## config.mk

```make
export PLATFORM = sky130hd
export DESIGN_NAME = rf_write_arbiter
export DESIGN_NICKNAME = d
export VERILOG_FILES = /design/src/rtl/rf_write_arbiter.sv
export SDC_FILE = /design/constraint.sdc
export NUM_CORES = 1
export LEC_CHECK = 0
export ABC_AREA = 1
export BUFFER_PORTS_ARGS = -buffer_cell sky130_fd_sc_hd__buf_2
export CAP_MARGIN = 0
export CORE_ASPECT_RATIO = 0.9
export CORE_MARGIN = 2
export CORE_UTILIZATION = 30
export DETAILED_ROUTE_END_ITERATION = 16
export GPL_ROUTABILITY_DRIVEN = 0
export PLACE_DENSITY_LB_ADDON = 0.3
export SYNTH_ARGS = -nofsm -noshare
export SYNTH_HDL_FRONTEND = slang
export SYNTH_SLANG_ARGS = --single-unit
```

## constraint.sdc

```tcl
create_clock -name clk -period 1.5 [get_ports clk]
set_input_delay 0.075 -clock clk [delete_from_list [all_inputs] [get_ports clk]]
set_output_delay 0.075 -clock clk [all_outputs]
set_load 0.02 [all_outputs]
```

## src/rtl/rf_write_arbiter.sv

```systemverilog
// rtl/rf_write_arbiter.sv - round-robin writeback arbiter for the register-file write port
// with a per-register pending-write scoreboard driving the decode read-hazard stall.
module rf_write_arbiter #(
  parameter int XLEN   = 32,
  parameter int AWIDTH = 5
) (
  input  logic              clk,
  input  logic              rst_n,
  input  logic              req0_valid,
  output logic              req0_ready,
  input  logic [AWIDTH-1:0] req0_addr,
  input  logic [XLEN-1:0]   req0_data,
  input  logic              req1_valid,
  output logic              req1_ready,
  input  logic [AWIDTH-1:0] req1_addr,
  input  logic [XLEN-1:0]   req1_data,
  input  logic              rsv_valid,
  input  logic [AWIDTH-1:0] rsv_addr,
  input  logic [AWIDTH-1:0] ra1,
  input  logic [AWIDTH-1:0] ra2,
  output logic              stall,
  output logic              rf_we,
  output logic [AWIDTH-1:0] rf_wa,
  output logic [XLEN-1:0]   rf_wd
);

  localparam int   NREG    = 2**AWIDTH;
  localparam logic RR_REQ0 = 1'b0;
  localparam logic RR_REQ1 = 1'b1;

  logic              rr;
  logic              contested;
  logic              gnt0;
  logic              gnt1;
  logic [AWIDTH-1:0] gnt_addr;
  logic [XLEN-1:0]   gnt_data;
  logic [NREG-1:0]   busy;

  // The port drains every cycle, so the grant depends only on valids and rr.
  always_comb begin
    contested = req0_valid && req1_valid;
    gnt0      = 1'b0;
    gnt1      = 1'b0;
    if (rst_n) begin
      if (contested) begin
        gnt0 = (rr == RR_REQ0);
        gnt1 = (rr == RR_REQ1);
      end else begin
        gnt0 = req0_valid;
        gnt1 = req1_valid;
      end
    end
    gnt_addr = gnt1 ? req1_addr : req0_addr;
    gnt_data = gnt1 ? req1_data : req0_data;
  end

  assign req0_ready = gnt0;
  assign req1_ready = gnt1;

  always_ff @(posedge clk or negedge rst_n) begin
    if (!rst_n) begin
      rr    <= RR_REQ0;
      rf_we <= 1'b0;
      rf_wa <= '0;
      rf_wd <= '0;
    end else begin
      if (contested) begin
        rr <= ~rr;
      end
      // x0 is granted so the requester retires, but nothing is written.
      rf_we <= (gnt0 || gnt1) && (gnt_addr != '0);
      if (gnt0 || gnt1) begin
        rf_wa <= gnt_addr;
        rf_wd <= gnt_data;
      end
    end
  end

  // A reservation landing on the same edge as a commit is a new outstanding write.
  always_ff @(posedge clk or negedge rst_n) begin
    if (!rst_n) begin
      busy <= '0;
    end else begin
      for (int i = 1; i < NREG; i++) begin
        if (rsv_valid && rsv_addr == AWIDTH'(i)) begin
          busy[i] <= 1'b1;
        end else if (rf_we && rf_wa == AWIDTH'(i)) begin
          busy[i] <= 1'b0;
        end
      end
    end
  end

  assign stall = ((ra1 != '0) && busy[ra1]) || ((ra2 != '0) && busy[ra2]);

endmodule

```

Yosys cells after proc, flatten, opt, wreduce, memory -nomap -nowiden

Index checks and enable logic that the tools add are counted.

Flip-flop bits (word level): 70
Input bits: 94
Output and inout bits: 41
Word-level logic and storage cells: 274

$lt $le $gt $ge: 2
Equality and inequality tests: 62
Multiplexer cells: 72
Bitwise logic cells: 1
Reductions and logical operators: 102

Operator list:

| operator                                                    | number |
|---|---|
| == test 5 bit (second input constant)                       | 32 |
| == test 5 x 4 -> 1 bit (second input constant)              | 16 |
| 2-to-1 mux 1 bit                                            | 68 |
| logical AND 1 bit                                           | 66 |
| nonzero test 2 bit                                          | 31 |
| == test 5 x 3 -> 1 bit (second input constant)              | 8 |
| 2-to-1 mux 32 bit                                           | 1 |
| == test 5 x 2 -> 1 bit (second input constant)              | 4 |
| nonzero test 5 bit                                          | 3 |
| less-than comparator 5 x 6 -> 1 bit (second input constant) | 2 |
| binary-select mux 1 bit (select 5 bit)                      | 2 |
| == test 5 x 1 -> 1 bit (second input constant)              | 2 |
| 2-to-1 mux 5 bit                                            | 1 |
| logical OR 1 bit                                            | 2 |
| NOT 1 bit                                                   | 1 |

Longest topological paths before layout

Gate-level depths: netlist of the first run.

Depth after elaboration: 6
Mapped depth: 14
Mapped depth without buffers: 13

Worst setup path before layout of the first run

No wires, ideal clock.

Path kind: reg-to-reg
From: register rr
To: register rf_wd[0]
Library setup time: 0.069 ns
Data arrival time: 1.221 ns
Data required time: 1.431 ns
Setup slack: 0.210 ns
Cell stages (with the launch flop): 7
Buffers on the path: 1
Clock period less this slack: 1.290 ns
Cell sequence: dfrtp_1 nand2_1 nand3_1 inv_1 clkbuf_1 nand2_1 nand3_1

Cells in the longest elaborated chain, start to end: 4
Elaborated cells between the ends (all ways): 7
Classes of those cells: mux (5); bitwise (1); reduce/logical (1)

RTL lines:

| item                     | line | text |
|---|---|---|
| start: declaration       | 31   | `logic rr;` |
| start signal: assignment | 68   | `rr <= ~rr;` |
| NOT 1 bit                | 46   | `gnt0 = (rr == RR_REQ0);` |
| 2-to-1 mux 1 bit         | 45   | `if (contested) begin` |
| 2-to-1 mux 1 bit         | 44   | `if (rst_n) begin` |
| named net req0_ready     | 10   | `output logic req0_ready,` |
| logical OR 1 bit         | 72   | `if (gnt0 \|\| gnt1) begin` |
| end signal: assignment   | 74   | `rf_wd <= gnt_data;` |
| end: declaration         | 24   | `output logic [XLEN-1:0] rf_wd` |

The timed path passes the listed nets, and every way through them passes these cells.
A chain may end at the register's enable or synchronous reset.

Worst setup path in the final report of the first run

From: register busy[28]
To: output port stall

Cells in the longest elaborated chain, start to end: 4
Elaborated cells between the ends (all ways): 7
Classes of those cells: mux (4); reduce/logical (3)

RTL lines:

| item                                   | line | text |
|---|---|---|
| start: declaration                     | 37   | `logic [NREG-1:0] busy;` |
| start signal: assignment               | 82   | `busy <= '0;` |
| start signal: indexed assignment       | 86   | `busy[i] <= 1'b1;` |
| start signal: indexed assignment       | 88   | `busy[i] <= 1'b0;` |
| binary-select mux 1 bit (select 5 bit) | 94   | `assign stall = ((ra1 != '0) && busy[ra1]) \|\| ((ra2 != '0) && busy[ra2]);` |
| 2-to-1 mux 1 bit (implied by the code) | 94   |  |
| logical AND 1 bit                      | 94   |  |
| logical OR 1 bit (*)                   | 94   |  |
| end: declaration                       | 21   | `output logic stall,` |

Mark *: on every way between the ends. The rest lies on a longest branch, timed or not. The select of a mux whose other input is x is not followed.

==> impl_metrics.py, run 1 <==
metrics = {
    "setup_path": {
        "required_ps": 1420,
        "end_kind": "primary output",
        "worst_ep_arrival_time_ps": 1540,
        "crit_fanout": 2,
        "crit_end": "stall",
        "r2r_slack_ps": 50,
        "path_class": "flop to primary output",
        "timing.rr.end": "rf_wd[10]$_DFFE_PN0P_",
        "crit_path_start_kind": "flop",
        "r2r_cells": 8,
        "reg2reg_from": "rr$_DFFE_PN0N_",
        "cp-startpoint": "busy[28]$_DFFE_PN0P_",
    },
    "grt": {
        "grt_overflow": 0,
        "grt_max_degree": 57,
        "grt_usage_pct": 19.1,
        "grt_pass1_wl_um": 22100,
        "antenna_found_initial": 0,
        "grt_pass1_vias": 4478,
    },
    "clocking": {
        "clk_transition_reported_paths_ps": 60,
        "cts_buffers": 9,
        "tritoncts": "done",
        "ctsLongestPathBuffers": 2,
        "clock_sinks": 70,
        "htree_num_levels": 3,
        "clk_latency_ps": 330,
        "cts-root-buf": "clkbuf_16",
    },
    "outcome": {
        "failed_checks": "negative setup slack",
        "status": "finished, violations left",
    },
    "route": {
        "via_per_inst": 4.63,
        "route.final.wire_length_um": 13400,
        "drt_iter0_drc": 309,
        "dr.pass1.iters": 6,
        "ant_nets": 0,
        "drc": 0,
        "vias": 4551,
        "wl_per_cell_um": 13.6,
    },
    "synth": {
        "avgSynthCellArea_um2": 6.64,
        "ys_types": 22,
        "synth-edff-count": 0,
        "netlist_instances": 603,
        "synth_top_area_cell": "dfrtp_1",
        "yosys-top-cells-count": "301 x nand2_1, 70 x dfrtp_1, 67 x nand3_1",
        "yosysMostFrequentCell": "nand2_1",
        "ys_seq_elements": 70,
        "synth.net_count": 697,
        "ys_top_cells_by_area": "dfrtp_1 44%, nand2_1 28%, nand3_1 8.4%",
        "netlist_area_um2": 4010,
        "yosys.area.top_type_share_pct": 43.7,
        "synth_ff_type": "dfrtp_1",
        "yosysWarnings": 1,
        "ys_seq_area_share_pct": 43.7,
        "ys_async_sr_fraction_pct": 100,
    },
    "timing": {
        "maxSlewViolCount": 0,
        "setup_tns_ps": -112,
        "holdWs_ps": 37.0,
        "worst_slew_pin_slew_ps": 711,
        "period_share_pct": 107,
        "setup_viol": 1,
        "finClkSkew_ps": 3.24,
        "fmax_mhz": 620,
        "layout_min_cycle_time_ps": 1610,
        "fin_ws_ps": -112,
        "relSlewSlack_pct": 52.6,
        "rsz0062_at_grt": "yes",
        "hold_viol_final": 0,
    },
    "placed_design": {
        "pre_cts_ws_ps": 133,
        "placed_cell_area_um2": 4840,
        "dp_hpwl_um": 8960,
        "io_buffers": 134,
    },
    "power_and_ir_drop": {
        "switchingPower_mw": 2.72,
        "peakVddDrop_mv": 0.683,
        "power_per_cell_area_nw_per_um2": 1240,
        "internal-power_mw": 4.68,
        "leakage_nw": 3.13,
        "switching_share_pct": 36.8,
        "comb_power_share_pct": 32.3,
        "seq_power_share_pct": 39.1,
        "clkPwrFrac_pct": 28.6,
    },
    "layout": {
        "drive_above_1_share_pct": 23.7,
        "design_area_um2": 5950,
        "multi_input_area_um2": 1910,
        "fillers": 1341,
        "antenna-diode-count": 0,
        "register_area_um2": 1750,
        "area_delta_synth_final_pct": 48.5,
        "post-route-util_pct": 45.0,
        "nNetsFinal": 904,
    },
    "floorplanning": {
        "die_area_um2": 14300,
        "num_rows": 40,
        "die_y_um": 114,
        "core_area_um2": 13200,
        "ios": 135,
        "die_width_um": 126,
        "initial_utilization_pct": 30.3,
    },
    "run": {
        "maxCapViolations": 0,
    },
    "worst_hold_path": {
        "hold_path_startpoint": "req1_addr[2]",
        "hp-class": "input pin to flop",
    },
}
## power by group through the flow
stage	sequential (mW)	clock, mW	combinational (mW)
2_1_floorplan	2.97	0	1.20
3_3_place_gp	2.90	0	2.09
3_5_place_dp	2.89	0	2.11
4_1_cts	2.87	2.16	2.32
5_1_grt	2.95	2.26	2.71
6_report	2.89	2.12	2.39
## metal layers
metal  vias to the layer above  wire (um)  track usage [%]
met5                         -          0                0
met4                         0        224             6.52
met3                        23       1110             5.07
met2                       200       6120             31.4
met1                      2053       5920             24.7
li1                       2275          -                -
## kinds of logic (layout without fill, tap and decap cells)
kind of cell	count (synthesis)	after routing	share of synthesized area, %
AO/OA/AOI/OAI	44	44	5.56
buffers and inverters	81	293	9.62
flip-flops	70	70	43.7
AND/OR/NAND/NOR	408	408	41.1
## flip-flops by register name, indices dropped and copies added (netlist names)
name / count
rr: 1
rf_wd: 32
rf_we: 1
busy: 31
rf_wa: 5
## final cells by class
cell class | count | area share, %
multi-input combinational | 452 | 32.1
sequential | 70 | 29.4
timing repair buffer | 218 | 26.1
inverter | 59 | 3.83
clock buffer | 9 | 3.79
tap | 168 | 3.53
clock inverter | 7 | 1.24
## stage by stage
| stage | instances | power, mW |
|---|---|---|
| after global placement | 894 | 5.00 |
| after global routing | 983 | 7.92 |
| after detailed placement | 894 | 5.00 |
| after CTS | 979 | 7.35 |
| after floorplan | 603 | 4.16 |
| final | 983 | 7.40 |
## worst max-delay path, stage by stage, from the launching register on
cell	delay [ps]
dfrtp_1	390
or2_4	240
nand3_2	70
nand3_2	70
nand3_2	70
nand2_2	60
nand2_1	50
nand2_1	40
inv_1	40
nand2_1	50
buf_6	120
## cells in the final DEF, fill, tap and decap left out, types with 9 or more instances in the layout
master	netlist	routed
inv_1	53	49
buf_4	1	14
nor2_1	34	34
buf_2	5	130
dfrtp_1	70	70
dlygate4sd3_1	0	65
nand2_1	301	299
clkbuf_16	0	9
nand3_1	67	61
o21ai_0	39	35
## worst min path at each step
stage                                 to  cells past startpoint
floorplan           busy[10]$_DFFE_PN0P_                      0
global placement    rf_wd[6]$_DFFE_PN0P_                      1
detailed placement  rf_wd[6]$_DFFE_PN0P_                      1
CTS                       rr$_DFFE_PN0N_                      4
global route        busy[16]$_DFFE_PN0P_                      3
finish              rf_wa[2]$_DFFE_PN0P_                      3
## what timing repair did
action	4_1_cts	5_1_grt
endpoints found under the setup margin	2	15
buffers inserted	3	4
pin swaps	6	6
hold buffers	65	0
resized for setup	13	16
cloned	1	0
hold endpoints to repair	46	0
Power figures use the tool's default switching activity.
==> run 2, diff against run 1 <==
--- a/config.mk
+++ b/config.mk
@@ -6,7 +6,7 @@
 export NUM_CORES = 1
 export LEC_CHECK = 0
 export ABC_AREA = 1
-export BUFFER_PORTS_ARGS = -buffer_cell sky130_fd_sc_hd__buf_2
+export BUFFER_PORTS_ARGS = -buffer_cell sky130_fd_sc_hd__buf_4
 export CAP_MARGIN = 0
 export CORE_ASPECT_RATIO = 0.9
 export CORE_MARGIN = 2
==> run 2 against run 1 <==
  * Cell count fell by 0.31%
  * Highest routed layer unchanged
  * Critical endpoint unchanged
  * Flip-flop and latch count unchanged
  * The flow still finishes with violations (negative setup slack)
  * Register-to-register slack improved by 40 ps
  * Clock-buffer cell count is 2 higher
  * Critical path type unchanged
  * First-iteration DRC count decreased by 10%
  * Largest cell class unchanged
==> impl_metrics.py, run 2 (synthesis results as in run 1) <==
metrics = {
    "timing": {
        "fin_ws_ps": -115,
        "relSlewSlack_pct": 64.0,
        "fmax_mhz": 619,
        "finClkSkew_ps": 4.09,
        "hold_viol_final": 0,
        "setup_viol": 1,
        "period_share_pct": 108,
        "maxSlewViolCount": 0,
        "worst_slew_pin_slew_ps": 540,
        "setup_tns_ps": -115,
        "rsz0062_at_grt": "yes",
        "layout_min_cycle_time_ps": 1620,
    },
    "route": {
        "drc": 0,
        "route.final.wire_length_um": 13500,
        "wl_per_cell_um": 13.8,
        "ant_nets": 0,
        "dr.pass1.iters": 4,
        "vias": 4478,
        "via_per_inst": 4.57,
        "drt_iter0_drc": 277,
    },
    "layout": {
        "largest_reg_flops": 32,
        "largest_register": "rf_wd",
        "antenna-diode-count": 0,
        "mostFrequentLayoutCell": "nand2_1",
        "drive_above_1_share_pct": 22.8,
        "area_delta_synth_final_pct": 55.2,
        "nNetsFinal": 902,
        "final_cell_mix": "300 x nand2_1, 144 x buf_4, 70 x dfrtp_1, 65 x dlygate4sd3_1, 64 x nand3_1",
        "fin_cells": 980,
        "reg_top3": "rf_wd: 32 flops, busy: 31 flops, rf_wa: 5 flops",
    },
    "worst_hold_path": {
        "hp-class": "input pin to flop",
    },
    "setup_path": {
        "crit_slowest_cell": "dfrtp_1",
        "crit_chain": "or2_4 -> nand3_2 -> nand3_2 -> nand3_1 -> nand2_1 -> nand2_1 -> nand2_1 -> inv_1 -> nand2_1 -> buf_6",
        "end_kind": "primary output",
        "critPathTopFamily": "simple AND/OR/NAND/NOR gates",
        "required_ps": 1420,
        "critPathBufInv": 2,
        "path_class": "flop to primary output",
        "slowest_delay_ps": 380,
        "path_common_cell": "nand2_1",
        "worst_ep_arrival_time_ps": 1540,
        "crit_fanout": 2,
        "crit_path_start_kind": "flop",
    },
    "placed_design": {
        "dp_hpwl_um": 9010,
        "io_buffers": 134,
        "dpl.cell_count": 893,
    },
    "clocking": {
        "clk_transition_reported_paths_ps": 60,
        "ctsLongestPathBuffers": 2,
        "htree_num_levels": 3,
        "cts-root-buf": "clkbuf_16",
        "clk_latency_ps": 330,
        "clock_sinks": 70,
        "cts_buffers": 9,
        "tritoncts": "done",
    },
    "outcome": {
        "failed_checks": "negative setup slack",
        "status": "finished, violations left",
    },
    "floorplanning": {
        "ios": 135,
        "die_area_um2": 14300,
        "initial_utilization_pct": 30.3,
        "core_area_um2": 13200,
        "num_rows": 40,
        "die_y_um": 114,
        "die_width_um": 126,
    },
    "power_and_ir_drop": {
        "comb_power_share_pct": 33.9,
        "leakage_nw": 3.20,
        "switchingPower_mw": 2.69,
        "switching_share_pct": 35.5,
        "clkPwrFrac_pct": 28.1,
        "seq_power_share_pct": 38.0,
        "total_power_mw": 7.57,
        "internal-power_mw": 4.88,
        "power_per_cell_area_nw_per_um2": 1220,
        "peakVddDrop_mv": 0.588,
    },
    "grt": {
        "grt_pass1_vias": 4585,
        "grt_usage_pct": 19.3,
        "grt_overflow": 0,
        "grt_pass1_wl_um": 22300,
        "antenna_found_initial": 0,
        "grt_max_degree": 71,
    },
    "run": {
        "maxCapViolations": 0,
    },
}
-- run 2: cell count changes in the layout (fill, tap and decap cells not counted), sizes merged --
cell and change:
buf -2, clkbuf +2, clkinv -2, inv -1
-- run 2: layout make-up --
| cell class | count | area (um2) |
|---|---|---|
| fillers | 1304 | 6990 |
| multi-input cells | 452 | 1890 |
| repair buffers | 216 | 1850 |
| flip-flops and latches | 70 | 1750 |
| clock buffers | 11 | 243 |
| inverters | 59 | 228 |
| well taps | 168 | 210 |
| clock inverters | 4 | 47.5 |
-- run 2: per-layer routing --
| layer | up-vias | track usage [%] | share of wire, % |
|---|---|---|---|
| met5 | - | 0 | 0 |
| met4 | 0 | 7.69 | 1.9 |
| met3 | 17 | 4.97 | 7.0 |
| met2 | 172 | 31.6 | 47 |
| met1 | 2028 | 24.6 | 44 |
| li1 | 2261 | - | - |
-- run 2: power groups by stage --
stage	sequential [mW]	combinational [mW]	clock, mW
after floorplan	2.97	1.20	0
after detailed placement	2.88	2.29	0
after global routing	2.95	2.91	2.25
final	2.87	2.57	2.13
after global placement	2.87	2.27	0
after CTS	2.86	2.50	2.15
-- run 2: repair_timing --
action	in CTS	in global routing
setup buffers	3	3
endpoints found under the hold margin	102	0
hold buffers	65	0
pin swaps	8	7
gates resized for setup	7	10
setup endpoints to repair	2	3
gates cloned	1	0
-- run 2: path summary, 6_finish.rpt --
path | cells after the start | to | startpoint | slack [ps]
min in group asynchronous | 3 | rf_wd[27]$_DFFE_PN0P_ | rst_n | 320
worst min register to register | 2 | rf_wd[30]$_DFFE_PN0P_ | rf_wd[30]$_DFFE_PN0P_ | 480
worst max register to register | 7 | rf_wd[13]$_DFFE_PN0P_ | rr$_DFFE_PN0N_ | 90
max in group asynchronous | 3 | rf_wa[0]$_DFFE_PN0P_ | rst_n | 820
worst max-delay path | 10 | stall | busy[28]$_DFFE_PN0P_ | -120
worst min-delay path | 4 | rr$_DFFE_PN0N_ | req0_valid | 30
-- run 2: tightest hold or removal path: stages --
cell and delay [ps]:
buf_4 80, nand2_1 50, nand2_1 50, nand2_1 50
-- run 2: per-stage QoR --
stage	area (um2)	utilization (%)	hold WS [ps]	setup WS, ps
after floorplan	4010	-	-221	210
after global placement	5160	39.1	186	171
after detailed placement	5160	39.1	181	150
after CTS	6180	46.7	19.6	-112
after global routing	6220	47.1	56.7	-257
final	6220	47.1	27.0	-115
